[config.mk]
export PLATFORM = sky130hd
export DESIGN_NAME = dram_burst_bridge_flat
export DESIGN_NICKNAME = d
export VERILOG_FILES = /design/src/rtl/dram_burst_bridge_pkg.sv /design/src/rtl/dram_burst_bridge_if.sv /design/src/rtl/dram_burst_bridge_fifo.sv /design/src/rtl/dram_burst_bridge.sv /design/src/flat_wrapper.sv
export SDC_FILE = /design/constraint.sdc
export NUM_CORES = 1
export LEC_CHECK = 0
export ABC_AREA = 1
export CAP_MARGIN = 5
export CORE_MARGIN = 2
export CORE_UTILIZATION = 53
export DETAILED_ROUTE_END_ITERATION = 10
export GPL_ROUTABILITY_DRIVEN = 0
export PLACE_DENSITY = 0.82
export SLEW_MARGIN = 30
export SYNTH_ARGS = -nofsm -noshare
export SYNTH_HDL_FRONTEND = slang
export SYNTH_SLANG_ARGS = --single-unit
[constraint.sdc]
create_clock -name clk -period 6.5 [get_ports clk]
set_clock_uncertainty 0.15 [all_clocks]
set_input_delay 1.3 -clock clk [delete_from_list [all_inputs] [get_ports clk]]
set_output_delay 1.3 -clock clk [all_outputs]
set_load 0.01 [all_outputs]
[src/rtl/dram_burst_bridge_pkg.sv]
// Shared types for the client-to-AXI4 burst bridge: AXI response codes,
// bridge FSM states and the fixed AXI LEN width.
package bridge_pkg;

    localparam int AXI_LEN_W = 8;

    typedef enum logic [1:0] {
        RESP_OKAY   = 2'b00,
        RESP_EXOKAY = 2'b01,
        RESP_SLVERR = 2'b10,
        RESP_DECERR = 2'b11
    } axi_resp_t;

    typedef enum logic [2:0] {
        ST_IDLE    = 3'd0,
        ST_RD_ADDR = 3'd1,
        ST_RD_DATA = 3'd2,
        ST_WR      = 3'd3,
        ST_RESP    = 3'd4
    } bridge_state_t;

endpackage

[src/rtl/dram_burst_bridge_if.sv]
// Client command/data signals plus the five AXI4 channels of the bridge.
// Every VALID/READY pair transfers on a rising edge where both are 1; VALID, once raised, holds its payload until then.
interface dram_burst_bridge_if #(
    parameter int DATA_W     = 64,
    parameter int CADDR_W    = 8,
    parameter int AXI_ADDR_W = 17,
    parameter int LEN_W      = 4
);
    logic                  C_in_valid;
    logic                  C_r_wb;
    logic [CADDR_W-1:0]    C_addr;
    logic [LEN_W-1:0]      C_len;
    logic                  C_w_valid;
    logic                  C_w_ready;
    logic [DATA_W-1:0]     C_data_w;
    logic                  C_out_valid;
    logic                  C_out_ready;
    logic [DATA_W-1:0]     C_data_r;
    logic                  C_done;
    logic                  C_err;
    logic                  C_idle;

    logic                  AR_VALID;
    logic                  AR_READY;
    logic [AXI_ADDR_W-1:0] AR_ADDR;
    logic [7:0]            AR_LEN;
    logic                  R_VALID;
    logic                  R_LAST;
    logic                  R_READY;
    logic [DATA_W-1:0]     R_DATA;
    logic [1:0]            R_RESP;
    logic                  AW_VALID;
    logic                  AW_READY;
    logic [AXI_ADDR_W-1:0] AW_ADDR;
    logic [7:0]            AW_LEN;
    logic                  W_VALID;
    logic                  W_LAST;
    logic                  W_READY;
    logic [DATA_W-1:0]     W_DATA;
    logic                  B_VALID;
    logic                  B_READY;
    logic [1:0]            B_RESP;

    modport master (
        input  C_in_valid, C_r_wb, C_addr, C_len, C_w_valid, C_data_w, C_out_ready,
        input  AR_READY, R_VALID, R_LAST, R_DATA, R_RESP, AW_READY, W_READY, B_VALID, B_RESP,
        output C_w_ready, C_out_valid, C_data_r, C_done, C_err, C_idle,
        output AR_VALID, AR_ADDR, AR_LEN, R_READY, AW_VALID, AW_ADDR, AW_LEN,
        output W_VALID, W_LAST, W_DATA, B_READY
    );

    modport slave (
        output C_in_valid, C_r_wb, C_addr, C_len, C_w_valid, C_data_w, C_out_ready,
        output AR_READY, R_VALID, R_LAST, R_DATA, R_RESP, AW_READY, W_READY, B_VALID, B_RESP,
        input  C_w_ready, C_out_valid, C_data_r, C_done, C_err, C_idle,
        input  AR_VALID, AR_ADDR, AR_LEN, R_READY, AW_VALID, AW_ADDR, AW_LEN,
        input  W_VALID, W_LAST, W_DATA, B_READY
    );

endinterface

[src/rtl/dram_burst_bridge_fifo.sv]
// Show-ahead synchronous FIFO; push while full and pop while empty are ignored.
module bridge_fifo #(
    parameter int WIDTH = 64,
    parameter int DEPTH = 16,
    localparam int PTR_W = $clog2(DEPTH),
    localparam int CNT_W = $clog2(DEPTH + 1)
) (
    input  logic             i_clk,
    input  logic             i_rst_n,
    input  logic             i_push,
    input  logic [WIDTH-1:0] i_data,
    input  logic             i_pop,
    output logic [WIDTH-1:0] o_data,
    output logic             o_full,
    output logic             o_empty,
    output logic [CNT_W-1:0] o_count
);
    logic [WIDTH-1:0] r_mem [DEPTH];
    logic [PTR_W-1:0] r_wr_ptr;
    logic [PTR_W-1:0] r_rd_ptr;
    logic [CNT_W-1:0] r_count;
    logic             w_do_push;
    logic             w_do_pop;

    assign o_full    = (r_count == CNT_W'(DEPTH));
    assign o_empty   = (r_count == '0);
    assign o_count   = r_count;
    assign o_data    = r_mem[r_rd_ptr];
    assign w_do_push = i_push && !o_full;
    assign w_do_pop  = i_pop && !o_empty;

    always_ff @(posedge i_clk) begin
        if (w_do_push) r_mem[r_wr_ptr] <= i_data;
    end

    always_ff @(posedge i_clk or negedge i_rst_n) begin
        if (!i_rst_n) begin
            r_wr_ptr <= '0;
            r_rd_ptr <= '0;
            r_count  <= '0;
        end else begin
            if (w_do_push) r_wr_ptr <= r_wr_ptr + 1'b1;
            if (w_do_pop)  r_rd_ptr <= r_rd_ptr + 1'b1;
            case ({w_do_push, w_do_pop})
                2'b10:   r_count <= r_count + 1'b1;
                2'b01:   r_count <= r_count - 1'b1;
                default: r_count <= r_count;
            endcase
        end
    end

endmodule

[src/rtl/dram_burst_bridge.sv]
// Turns one client command of 1..MAX_BEATS beats into one AXI4 INCR burst; write
// beats are queued in a FIFO so W can run ahead of AW.
module dram_burst_bridge
    import bridge_pkg::*;
#(
    parameter int                  DATA_W     = 64,
    parameter int                  CADDR_W    = 8,
    parameter int                  AXI_ADDR_W = 17,
    parameter logic [AXI_ADDR_W-1:0] BASE_ADDR = 17'h10000,
    parameter int                  MAX_BEATS  = 16,
    localparam int                 LEN_W      = $clog2(MAX_BEATS),
    localparam int                 FCNT_W     = $clog2(MAX_BEATS + 1)
) (
    input  logic                clk,
    input  logic                rst_n,
    dram_burst_bridge_if.master bus,
    output bridge_state_t       o_state,
    output logic [FCNT_W-1:0]   o_fifo_count
);
    localparam int BYTE_SH = $clog2(DATA_W / 8);

    bridge_state_t         r_state;
    bridge_state_t         w_next;
    logic [LEN_W-1:0]      r_len;
    logic [LEN_W-1:0]      r_beat;
    logic [AXI_ADDR_W-1:0] r_axi_addr;
    logic                  r_aw_done;
    logic                  r_w_done;
    logic                  r_err;

    logic                  w_ar_valid;
    logic                  w_r_ready;
    logic                  w_out_valid;
    logic [DATA_W-1:0]     w_data_r;
    logic                  w_aw_valid;
    logic                  w_w_valid;
    logic                  w_w_last;
    logic                  w_b_ready;
    logic                  w_done;
    logic                  w_idle;
    logic                  w_r_hs;
    logic                  w_aw_hs;
    logic                  w_w_hs;
    logic                  w_b_hs;

    logic [DATA_W-1:0]     w_fifo_data;
    logic                  w_fifo_full;
    logic                  w_fifo_empty;

    bridge_fifo #(.WIDTH(DATA_W), .DEPTH(MAX_BEATS)) u_wfifo (
        .i_clk   (clk),
        .i_rst_n (rst_n),
        .i_push  (bus.C_w_valid),
        .i_data  (bus.C_data_w),
        .i_pop   (w_w_hs),
        .o_data  (w_fifo_data),
        .o_full  (w_fifo_full),
        .o_empty (w_fifo_empty),
        .o_count (o_fifo_count)
    );

    always_comb begin
        w_next      = r_state;
        w_ar_valid  = 1'b0;
        w_r_ready   = 1'b0;
        w_out_valid = 1'b0;
        w_data_r    = '0;
        w_aw_valid  = 1'b0;
        w_w_valid   = 1'b0;
        w_w_last    = 1'b0;
        w_b_ready   = 1'b0;
        w_done      = 1'b0;
        w_idle      = 1'b0;
        case (r_state)
            ST_IDLE: begin
                w_idle = 1'b1;
                if (bus.C_in_valid) w_next = bus.C_r_wb ? ST_RD_ADDR : ST_WR;
            end
            ST_RD_ADDR: begin
                w_ar_valid = 1'b1;
                if (bus.AR_READY) w_next = ST_RD_DATA;
            end
            ST_RD_DATA: begin
                // Read beats pass straight through; the client's ready is the AXI ready.
                w_r_ready   = bus.C_out_ready;
                w_out_valid = bus.R_VALID;
                w_data_r    = bus.R_VALID ? bus.R_DATA : '0;
                if (bus.R_VALID && bus.C_out_ready && (bus.R_LAST || r_beat == r_len))
                    w_next = ST_RESP;
            end
            ST_WR: begin
                w_aw_valid = !r_aw_done;
                w_w_valid  = !w_fifo_empty && !r_w_done;
                w_w_last   = w_w_valid && (r_beat == r_len);
                w_b_ready  = r_aw_done && r_w_done;
                if (bus.B_VALID && w_b_ready) w_next = ST_RESP;
            end
            ST_RESP: begin
                w_done = 1'b1;
                w_next = ST_IDLE;
            end
            default: w_next = ST_IDLE;
        endcase
    end

    assign w_r_hs  = w_out_valid && bus.C_out_ready;
    assign w_aw_hs = w_aw_valid && bus.AW_READY;
    assign w_w_hs  = w_w_valid && bus.W_READY;
    assign w_b_hs  = w_b_ready && bus.B_VALID;

    always_ff @(posedge clk or negedge rst_n) begin
        if (!rst_n) r_state <= ST_IDLE;
        else        r_state <= w_next;
    end

    always_ff @(posedge clk or negedge rst_n) begin
        if (!rst_n) begin
            r_len      <= '0;
            r_beat     <= '0;
            r_axi_addr <= '0;
            r_aw_done  <= 1'b0;
            r_w_done   <= 1'b0;
            r_err      <= 1'b0;
        end else begin
            case (r_state)
                ST_IDLE: begin
                    if (bus.C_in_valid) begin
                        r_len      <= bus.C_len;
                        r_beat     <= '0;
                        r_axi_addr <= BASE_ADDR | (AXI_ADDR_W'(bus.C_addr) << BYTE_SH);
                        r_aw_done  <= 1'b0;
                        r_w_done   <= 1'b0;
                        r_err      <= 1'b0;
                    end
                end
                ST_RD_DATA: begin
                    if (w_r_hs) begin
                        r_beat <= r_beat + 1'b1;
                        if (bus.R_RESP != RESP_OKAY) r_err <= 1'b1;
                        // A slave closing the burst short is reported as an error.
                        if (bus.R_LAST && r_beat != r_len) r_err <= 1'b1;
                    end
                end
                ST_WR: begin
                    if (w_aw_hs) r_aw_done <= 1'b1;
                    if (w_w_hs) begin
                        r_beat <= r_beat + 1'b1;
                        if (r_beat == r_len) r_w_done <= 1'b1;
                    end
                    if (w_b_hs && bus.B_RESP != RESP_OKAY) r_err <= 1'b1;
                end
                default: ;
            endcase
        end
    end

    assign o_state         = r_state;
    assign bus.C_w_ready   = !w_fifo_full;
    assign bus.C_out_valid = w_out_valid;
    assign bus.C_data_r    = w_data_r;
    assign bus.C_done      = w_done;
    assign bus.C_err       = w_done && r_err;
    assign bus.C_idle      = w_idle;
    assign bus.AR_VALID    = w_ar_valid;
    assign bus.AR_ADDR     = r_axi_addr;
    assign bus.AR_LEN      = AXI_LEN_W'(r_len);
    assign bus.R_READY     = w_r_ready;
    assign bus.AW_VALID    = w_aw_valid;
    assign bus.AW_ADDR     = r_axi_addr;
    assign bus.AW_LEN      = AXI_LEN_W'(r_len);
    assign bus.W_VALID     = w_w_valid;
    assign bus.W_LAST      = w_w_last;
    assign bus.W_DATA      = w_fifo_data;
    assign bus.B_READY     = w_b_ready;

endmodule

[src/flat_wrapper.sv]
// flat-port wrapper written by rule: the top's interface ports become plain ports
module dram_burst_bridge_flat import bridge_pkg::*;
#(
    parameter int                  DATA_W     = 64,
    parameter int                  CADDR_W    = 8,
    parameter int                  AXI_ADDR_W = 17,
    parameter logic [AXI_ADDR_W-1:0] BASE_ADDR = 17'h10000,
    parameter int                  MAX_BEATS  = 16,
    localparam int                 LEN_W      = $clog2(MAX_BEATS),
    localparam int                 FCNT_W     = $clog2(MAX_BEATS + 1)
)
  (clk, rst_n, o_state, o_fifo_count, bus_C_in_valid, bus_C_r_wb, bus_C_addr, bus_C_len, bus_C_w_valid, bus_C_data_w, bus_C_out_ready, bus_AR_READY, bus_R_VALID, bus_R_LAST, bus_R_DATA, bus_R_RESP, bus_AW_READY, bus_W_READY, bus_B_VALID, bus_B_RESP, bus_C_w_ready, bus_C_out_valid, bus_C_data_r, bus_C_done, bus_C_err, bus_C_idle, bus_AR_VALID, bus_AR_ADDR, bus_AR_LEN, bus_R_READY, bus_AW_VALID, bus_AW_ADDR, bus_AW_LEN, bus_W_VALID, bus_W_LAST, bus_W_DATA, bus_B_READY);
  dram_burst_bridge_if #(.DATA_W(DATA_W), .CADDR_W(CADDR_W), .AXI_ADDR_W(AXI_ADDR_W), .LEN_W((4))) bus_i ();
  input  logic clk;
  input  logic rst_n;
  output bridge_state_t o_state;
  output logic [FCNT_W-1:0] o_fifo_count;
  input wire logic [$bits(bus_i.C_in_valid)-1:0] bus_C_in_valid;
  input wire logic [$bits(bus_i.C_r_wb)-1:0] bus_C_r_wb;
  input wire logic [$bits(bus_i.C_addr)-1:0] bus_C_addr;
  input wire logic [$bits(bus_i.C_len)-1:0] bus_C_len;
  input wire logic [$bits(bus_i.C_w_valid)-1:0] bus_C_w_valid;
  input wire logic [$bits(bus_i.C_data_w)-1:0] bus_C_data_w;
  input wire logic [$bits(bus_i.C_out_ready)-1:0] bus_C_out_ready;
  input wire logic [$bits(bus_i.AR_READY)-1:0] bus_AR_READY;
  input wire logic [$bits(bus_i.R_VALID)-1:0] bus_R_VALID;
  input wire logic [$bits(bus_i.R_LAST)-1:0] bus_R_LAST;
  input wire logic [$bits(bus_i.R_DATA)-1:0] bus_R_DATA;
  input wire logic [$bits(bus_i.R_RESP)-1:0] bus_R_RESP;
  input wire logic [$bits(bus_i.AW_READY)-1:0] bus_AW_READY;
  input wire logic [$bits(bus_i.W_READY)-1:0] bus_W_READY;
  input wire logic [$bits(bus_i.B_VALID)-1:0] bus_B_VALID;
  input wire logic [$bits(bus_i.B_RESP)-1:0] bus_B_RESP;
  output wire logic [$bits(bus_i.C_w_ready)-1:0] bus_C_w_ready;
  output wire logic [$bits(bus_i.C_out_valid)-1:0] bus_C_out_valid;
  output wire logic [$bits(bus_i.C_data_r)-1:0] bus_C_data_r;
  output wire logic [$bits(bus_i.C_done)-1:0] bus_C_done;
  output wire logic [$bits(bus_i.C_err)-1:0] bus_C_err;
  output wire logic [$bits(bus_i.C_idle)-1:0] bus_C_idle;
  output wire logic [$bits(bus_i.AR_VALID)-1:0] bus_AR_VALID;
  output wire logic [$bits(bus_i.AR_ADDR)-1:0] bus_AR_ADDR;
  output wire logic [$bits(bus_i.AR_LEN)-1:0] bus_AR_LEN;
  output wire logic [$bits(bus_i.R_READY)-1:0] bus_R_READY;
  output wire logic [$bits(bus_i.AW_VALID)-1:0] bus_AW_VALID;
  output wire logic [$bits(bus_i.AW_ADDR)-1:0] bus_AW_ADDR;
  output wire logic [$bits(bus_i.AW_LEN)-1:0] bus_AW_LEN;
  output wire logic [$bits(bus_i.W_VALID)-1:0] bus_W_VALID;
  output wire logic [$bits(bus_i.W_LAST)-1:0] bus_W_LAST;
  output wire logic [$bits(bus_i.W_DATA)-1:0] bus_W_DATA;
  output wire logic [$bits(bus_i.B_READY)-1:0] bus_B_READY;
  assign bus_i.C_in_valid = bus_C_in_valid;
  assign bus_i.C_r_wb = bus_C_r_wb;
  assign bus_i.C_addr = bus_C_addr;
  assign bus_i.C_len = bus_C_len;
  assign bus_i.C_w_valid = bus_C_w_valid;
  assign bus_i.C_data_w = bus_C_data_w;
  assign bus_i.C_out_ready = bus_C_out_ready;
  assign bus_i.AR_READY = bus_AR_READY;
  assign bus_i.R_VALID = bus_R_VALID;
  assign bus_i.R_LAST = bus_R_LAST;
  assign bus_i.R_DATA = bus_R_DATA;
  assign bus_i.R_RESP = bus_R_RESP;
  assign bus_i.AW_READY = bus_AW_READY;
  assign bus_i.W_READY = bus_W_READY;
  assign bus_i.B_VALID = bus_B_VALID;
  assign bus_i.B_RESP = bus_B_RESP;
  assign bus_C_w_ready = bus_i.C_w_ready;
  assign bus_C_out_valid = bus_i.C_out_valid;
  assign bus_C_data_r = bus_i.C_data_r;
  assign bus_C_done = bus_i.C_done;
  assign bus_C_err = bus_i.C_err;
  assign bus_C_idle = bus_i.C_idle;
  assign bus_AR_VALID = bus_i.AR_VALID;
  assign bus_AR_ADDR = bus_i.AR_ADDR;
  assign bus_AR_LEN = bus_i.AR_LEN;
  assign bus_R_READY = bus_i.R_READY;
  assign bus_AW_VALID = bus_i.AW_VALID;
  assign bus_AW_ADDR = bus_i.AW_ADDR;
  assign bus_AW_LEN = bus_i.AW_LEN;
  assign bus_W_VALID = bus_i.W_VALID;
  assign bus_W_LAST = bus_i.W_LAST;
  assign bus_W_DATA = bus_i.W_DATA;
  assign bus_B_READY = bus_i.B_READY;
  dram_burst_bridge #(.DATA_W(DATA_W), .CADDR_W(CADDR_W), .AXI_ADDR_W(AXI_ADDR_W), .BASE_ADDR(BASE_ADDR), .MAX_BEATS(MAX_BEATS)) u_core (.clk(clk), .rst_n(rst_n), .bus(bus_i), .o_state(o_state), .o_fifo_count(o_fifo_count));
endmodule
---- After elaboration in Yosys (flattened, before gate mapping) ----
Memories as Yosys holds them, arrays and structs flattened.
Index checks and enable logic that the tools add are counted.
cells by class
  add/sub/neg operators ................... 5
  eq/ne operators ......................... 19
  reduce and logical (&&, ||, !) cells .... 33
  muxes and demuxes ....................... 35
operators by type and width
  operator                                                                  number
  64-bit two-way mux                                                        2
  1-bit two-way mux                                                         19
  1-bit logical AND                                                         15
  4-bit by 1-bit adder with 4-bit output (second input constant)            3
  3-bit two-way mux                                                         4
  4-bit two-way mux                                                         3
  2-bit by 1-bit inequality test with 1-bit output (second input constant)  6
  3-bit one-hot mux with 4 select lines                                     1
  4-bit one-hot mux with 3 select lines                                     1
  4-bit AND reduction                                                       3
  5-bit one-hot mux with 2 select lines                                     1
  2-bit nonzero test                                                        4
  3-bit by 2-bit == test with 1-bit output (second input constant)          2
  2-bit inequality test (second input constant)                             3
  5-bit by 1-bit adder with 5-bit output (second input constant)            1
  5-bit == test (second input constant)                                     1
  5-bit zero test                                                           1
  5-bit AND reduction                                                       1
  5-bit by 1-bit subtractor with 5-bit output (second input constant)       1
  4-bit == test                                                             1
  1-bit zero test                                                           4
  4-bit inequality test                                                     1
  1-bit one-hot mux with 2 select lines                                     2
  3-bit by 1-bit == test with 1-bit output (second input constant)          1
  11 further kinds                                                          11
word-level totals
  bits of input ports ..................... 156
  memory bits (writable) .................. 1024
  logic and storage cells ................. 103
  flip-flop bits (word level) ............. 36
  output and inout port bits .............. 197
  memories kept ........................... 1
memories
  name                  words  width  rd ports  clocked after memory_dff  write ports  line                          RTL
  u_core.u_wfifo.r_mem  16     64     1         0                         1            dram_burst_bridge_fifo.sv:18  logic [WIDTH-1:0] r_mem [DEPTH];

---- Longest topological paths before layout ----
  depth after elaboration ................. 8
  mapped depth ............................ 12
  depth with buffers taken out ............ 12

---- By module ----
Synthesis repeated with hierarchy kept, for this count alone.
second synthesis, totals
  cells, all modules ...................... 4444
  area, all modules ....................... 45733.9 um^2
modules (own cells, without submodules)
  module             seq. area each (um^2)  area each (um^2)  cells each  instances
  bridge_fifo        31074.8                43629.3           4101        1
  dram_burst_bridge  575.6                  2104.5            343         1

---- Worst setup path after synthesis ----
Ideal clock, no wire load.
  kind .................................... input -> register
  start point ............................. input bus_C_w_valid
  end point ............................... memory u_core.u_wfifo.r_mem[10][0] (enable)
  path slack .............................. -251 ps
  stages .................................. 3
  path buffers ............................ 1
  arrival time ............................ 6037 ps
  data required time ...................... 5785 ps
  setup time .............................. 565 ps
  cells stage by stage .................... nand2_1 > clkbuf_1 > nor3_1
between the ends
  word-level cells in the longest chain between the ends .. 3
ends and longest elaborated chain
  what                                     line                          RTL
  start: declaration                       flat_wrapper.sv:22            input wire logic [$bits(bus_i.C_w_valid)-1:0] bus_C_w_valid;
  1-bit logical AND                        dram_burst_bridge_fifo.sv:29  assign w_do_push = i_push && !o_full;
  1-bit two-way mux                        dram_burst_bridge_fifo.sv:33  if (w_do_push) r_mem[r_wr_ptr] <= i_data;
  1-bit two-way mux (not written as such)  dram_burst_bridge_fifo.sv:33
  end: declaration                         dram_burst_bridge_fifo.sv:18
No other way between the ends.

---- Worst setup path after layout ----
  start point ............................. register u_core.u_wfifo.r_rd_ptr[2]
  end point ............................... output bus_W_DATA[54]
between the ends
  word-level cells in the longest chain between the ends .. 1
ends and longest elaborated chain
  what                      line                          RTL
  start: declaration        dram_burst_bridge_fifo.sv:20  logic [PTR_W-1:0] r_rd_ptr;
  start signal: assignment  dram_burst_bridge_fifo.sv:43  if (w_do_pop) r_rd_ptr <= r_rd_ptr + 1'b1;
  memory 16 x 64 bit        n/a
  end: declaration          flat_wrapper.sv:49            output wire logic [$bits(bus_i.W_DATA)-1:0] bus_W_DATA;
No other way between the ends.

==> results.ini <==
[synth]
ys_top_cells_by_area=edfxtp_1, inv_1, nand3_1, nand2_1, o211ai_2
syn-cell-area_mm2=0.04513
synthAdderAreaFrac=0.003216
synthMuxAreaShare=0.0002495
ys_types=28
synthSimpleGateAreaFrac=0.09485
synth_top_area_frac=0.6814
syn_avg_cell_area_um2=12.28
yosysTopAreaCell=edfxtp_1
yosys_warnings=0
synth_seq_area_share=0.7014
synth-edff-count=1024
synth-compound-area-share=0.1165
synth_top_family_by_area=compound AO/OA/AOI/OAI gates
ys_ff_latch=1060
yosys.area_share.xor_xnor=0.002135
synthCells=3674
async_flop_share=0.03396
ys.flop_type=edfxtp_1

[cells_and_area]
finalCoreUtilization=0.6192
drive_gt1_frac=0.09412
num-fill-cells=6010
nets=4096
syn_to_final_growth_pct=16.28

[clocking]
cts_max_level=3
cts_tree=done
clkSlewWorstSetupHoldPaths_ns=0.06
numCtsBuffers=104
ctsHoldBuffers=0
cts_buffer_depth=3
postCtsResizedCells=0
postCtsSetupBuffers=0
clk_latency_ns=0.67
cts_sinks=1060
root_buffer=clkbuf_16

[global_routing]
grt_max_degree=135
grt_pass1_vias=28320
antenna_found_initial=7
grt_use_total=0.2443
overflow=0
grt_pass1_wl_mm=162.8

[worst_setup_path]
start_kind=register
worstPathArrival_ns=3.62
crit_required_ns=5.05
critPathKind=register to output pin
cp-end-kind=output pin
path_max_fanout=84

[routing]
drt-initial-drc-count=3294
vias_per_cell=5.653
route.detailed.drc=0
wire_per_inst_um=21.00
via_count=29200
drtPass1Iterations=6
finalWirelength_mm=108.5
ant_nets=0

[timing]
finalMaxSlewViolations=0
hold_viol=0
rsz0062_at_grt=false
max_freq_mhz=197.1
worst_pin_slew_ns=0.9866
finalCritPeriodShare=0.7804
tns_ns=0
relSlewSlack=0.3423
timing.final.crit_period_ns=5.073
setup-violations-final=0

[power_and_ir_drop]
vdd_drop_max_mv=0.2820
leakagePower_nw=19.26
p_total_mw=22.49
power_density_mw_per_mm2=428.7

[status]
outcome=completed

[worst_hold_path]
hold_path_class=register to register

[floorplanning]
io_pins=353
die_area_mm2=0.08749
initial_core_util=0.5325
dieWidth_um=295.8
core_area_mm2=0.08475
fp.dieH_um=295.8
row_count=107

[run]
maxCapViolations=0

[placed_design]
hpwl_mm=57.91
port_buffers=328

cell type report:
type,count,area (µm²),share of cell area
Multi-Input combinational cell,1824,9980,0.1902
Clock buffer,127,2731,0.05205
Tap cell,1144,1431,0.02728
Sequential cell,1060,31670,0.6035
Timing Repair Buffer,392,4028,0.07676
Inverter,547,2059,0.03925
Clock inverter,66,565.5,0.01078
Antenna cell,5,12.51,0.0002384
registers in the layout (all words and copies together) (netlist names):
| register | flops |
|---|---|
| u_core.bus.AR_ADDR | 9 |
| u_core.o_state | 3 |
| u_core.r_aw_done | 1 |
| u_core.r_beat | 4 |
| u_core.r_err | 1 |
| u_core.r_len | 4 |
| u_core.r_w_done | 1 |
| u_core.u_wfifo.o_count | 5 |
| u_core.u_wfifo.r_mem | 1024 |
| u_core.u_wfifo.r_rd_ptr | 4 |
| u_core.u_wfifo.r_wr_ptr | 4 |
layer usage:
| layer | part of all wire | track usage | vias up | wire (µm) |
|---|---|---|---|---|
| met2 | 0.49 | 0.4033 | 1418 | 53530 |
| met1 | 0.39 | 0.3292 | 14190 | 42730 |
| li1 | - | - | 13360 | - |
| met4 | 0.030 | 0.09657 | 4 | 3246 |
| met5 | 0.00019 | 0 | - | 21 |
| met3 | 0.083 | 0.03522 | 221 | 8961 |
Yosys cell counts, types with 15 or more instances:
master	count
buf_6	48
dfrtp_1	36
nor3_1	15
edfxtp_1	1024
nor2_1	96
buf_1	23
o211ai_2	142
clkbuf_1	68
buf_4	44
nand3_1	401
a21oi_1	258
nand2_1	478
o211ai_1	114
buf_2	83
o21ai_0	265
inv_1	546
cell usage in the layout (no fill, tap or decap), drive strengths merged, types with 3 or more instances in the layout:
cell type | synthesis | final
edfxtp | 1024 | 1024
inv | 547 | 548
nand2 | 478 | 478
nand3 | 401 | 401
clkdlybuf4s50 | 0 | 326
o21ai | 265 | 265
a21oi | 258 | 258
o211ai | 256 | 256
clkbuf | 68 | 127
nor2 | 97 | 97
buf | 198 | 66
clkinv | 0 | 53
dfrtp | 36 | 36
conb | 1 | 24
nor3 | 15 | 15
ha | 10 | 10
bufinv | 0 | 9
xor2 | 7 | 7
diode | 0 | 5
xnor2 | 4 | 4
nand4 | 4 | 4
clkinvlp | 0 | 3
power by group:
group	leakage [nW]	switching (mW)	internal [mW]	total, mW
clock	1.62	2.48	3.34	5.82
sequential	9.69	0.424	8.25	8.68
combinational	7.95	5.05	2.95	8.00
worst max-delay path: stages (launching register included):
cell and delay (ns):
dfrtp_4 0.70, inv_6 0.79, buf_4 0.50, nand3_1 0.15, nand3_1 0.10, nand2_1 0.10
clkdlybuf4s50_1 0.49
stage by stage:
step	setup WS [ns]	area (µm²)	hold WS [ns]	std cells
2_1_floorplan	-0.2515	45210	0.2847	3697
3_3_place_gp	2.186	49090	0.3257	4965
3_5_place_dp	2.125	49130	0.3327	4966
4_1_cts	1.432	52430	0.3482	5159
5_1_grt	1.302	52470	0.3773	5164
6_report	1.427	52470	0.3548	5165
kinds of logic after synthesis:
logic type | Yosys count
other | 1
XOR/XNOR | 11
AND/OR/NAND/NOR | 997
buffers and inverters | 813
multiplexers | 1
flip-flops | 1060
adder cells (fa/ha/maj) | 11
AO/OA/AOI/OAI | 780
path summary, 6_finish.rpt:
| check | startpoint | to | slack [ns] | cells after the start |
|---|---|---|---|---|
| worst min-delay path | u_core.r_err | u_core.r_err | 0.35 | 2 |
| worst max-delay path | u_core.u_wfifo.r_rd_ptr[2] | bus_W_DATA[54] | 1.43 | 6 |
| max in group asynchronous | rst_n | u_core.u_wfifo.r_rd_ptr[3] | 5.34 | 1 |
| worst max register to register | u_core.u_wfifo.o_count[0] | u_core.u_wfifo.o_count[4] | 3.36 | 11 |
| min in group asynchronous | rst_n | u_core.u_wfifo.o_count[0] | 0.46 | 1 |
| worst min register to register | u_core.r_err | u_core.r_err | 0.35 | 2 |
Power figures use the tool's default switching activity.
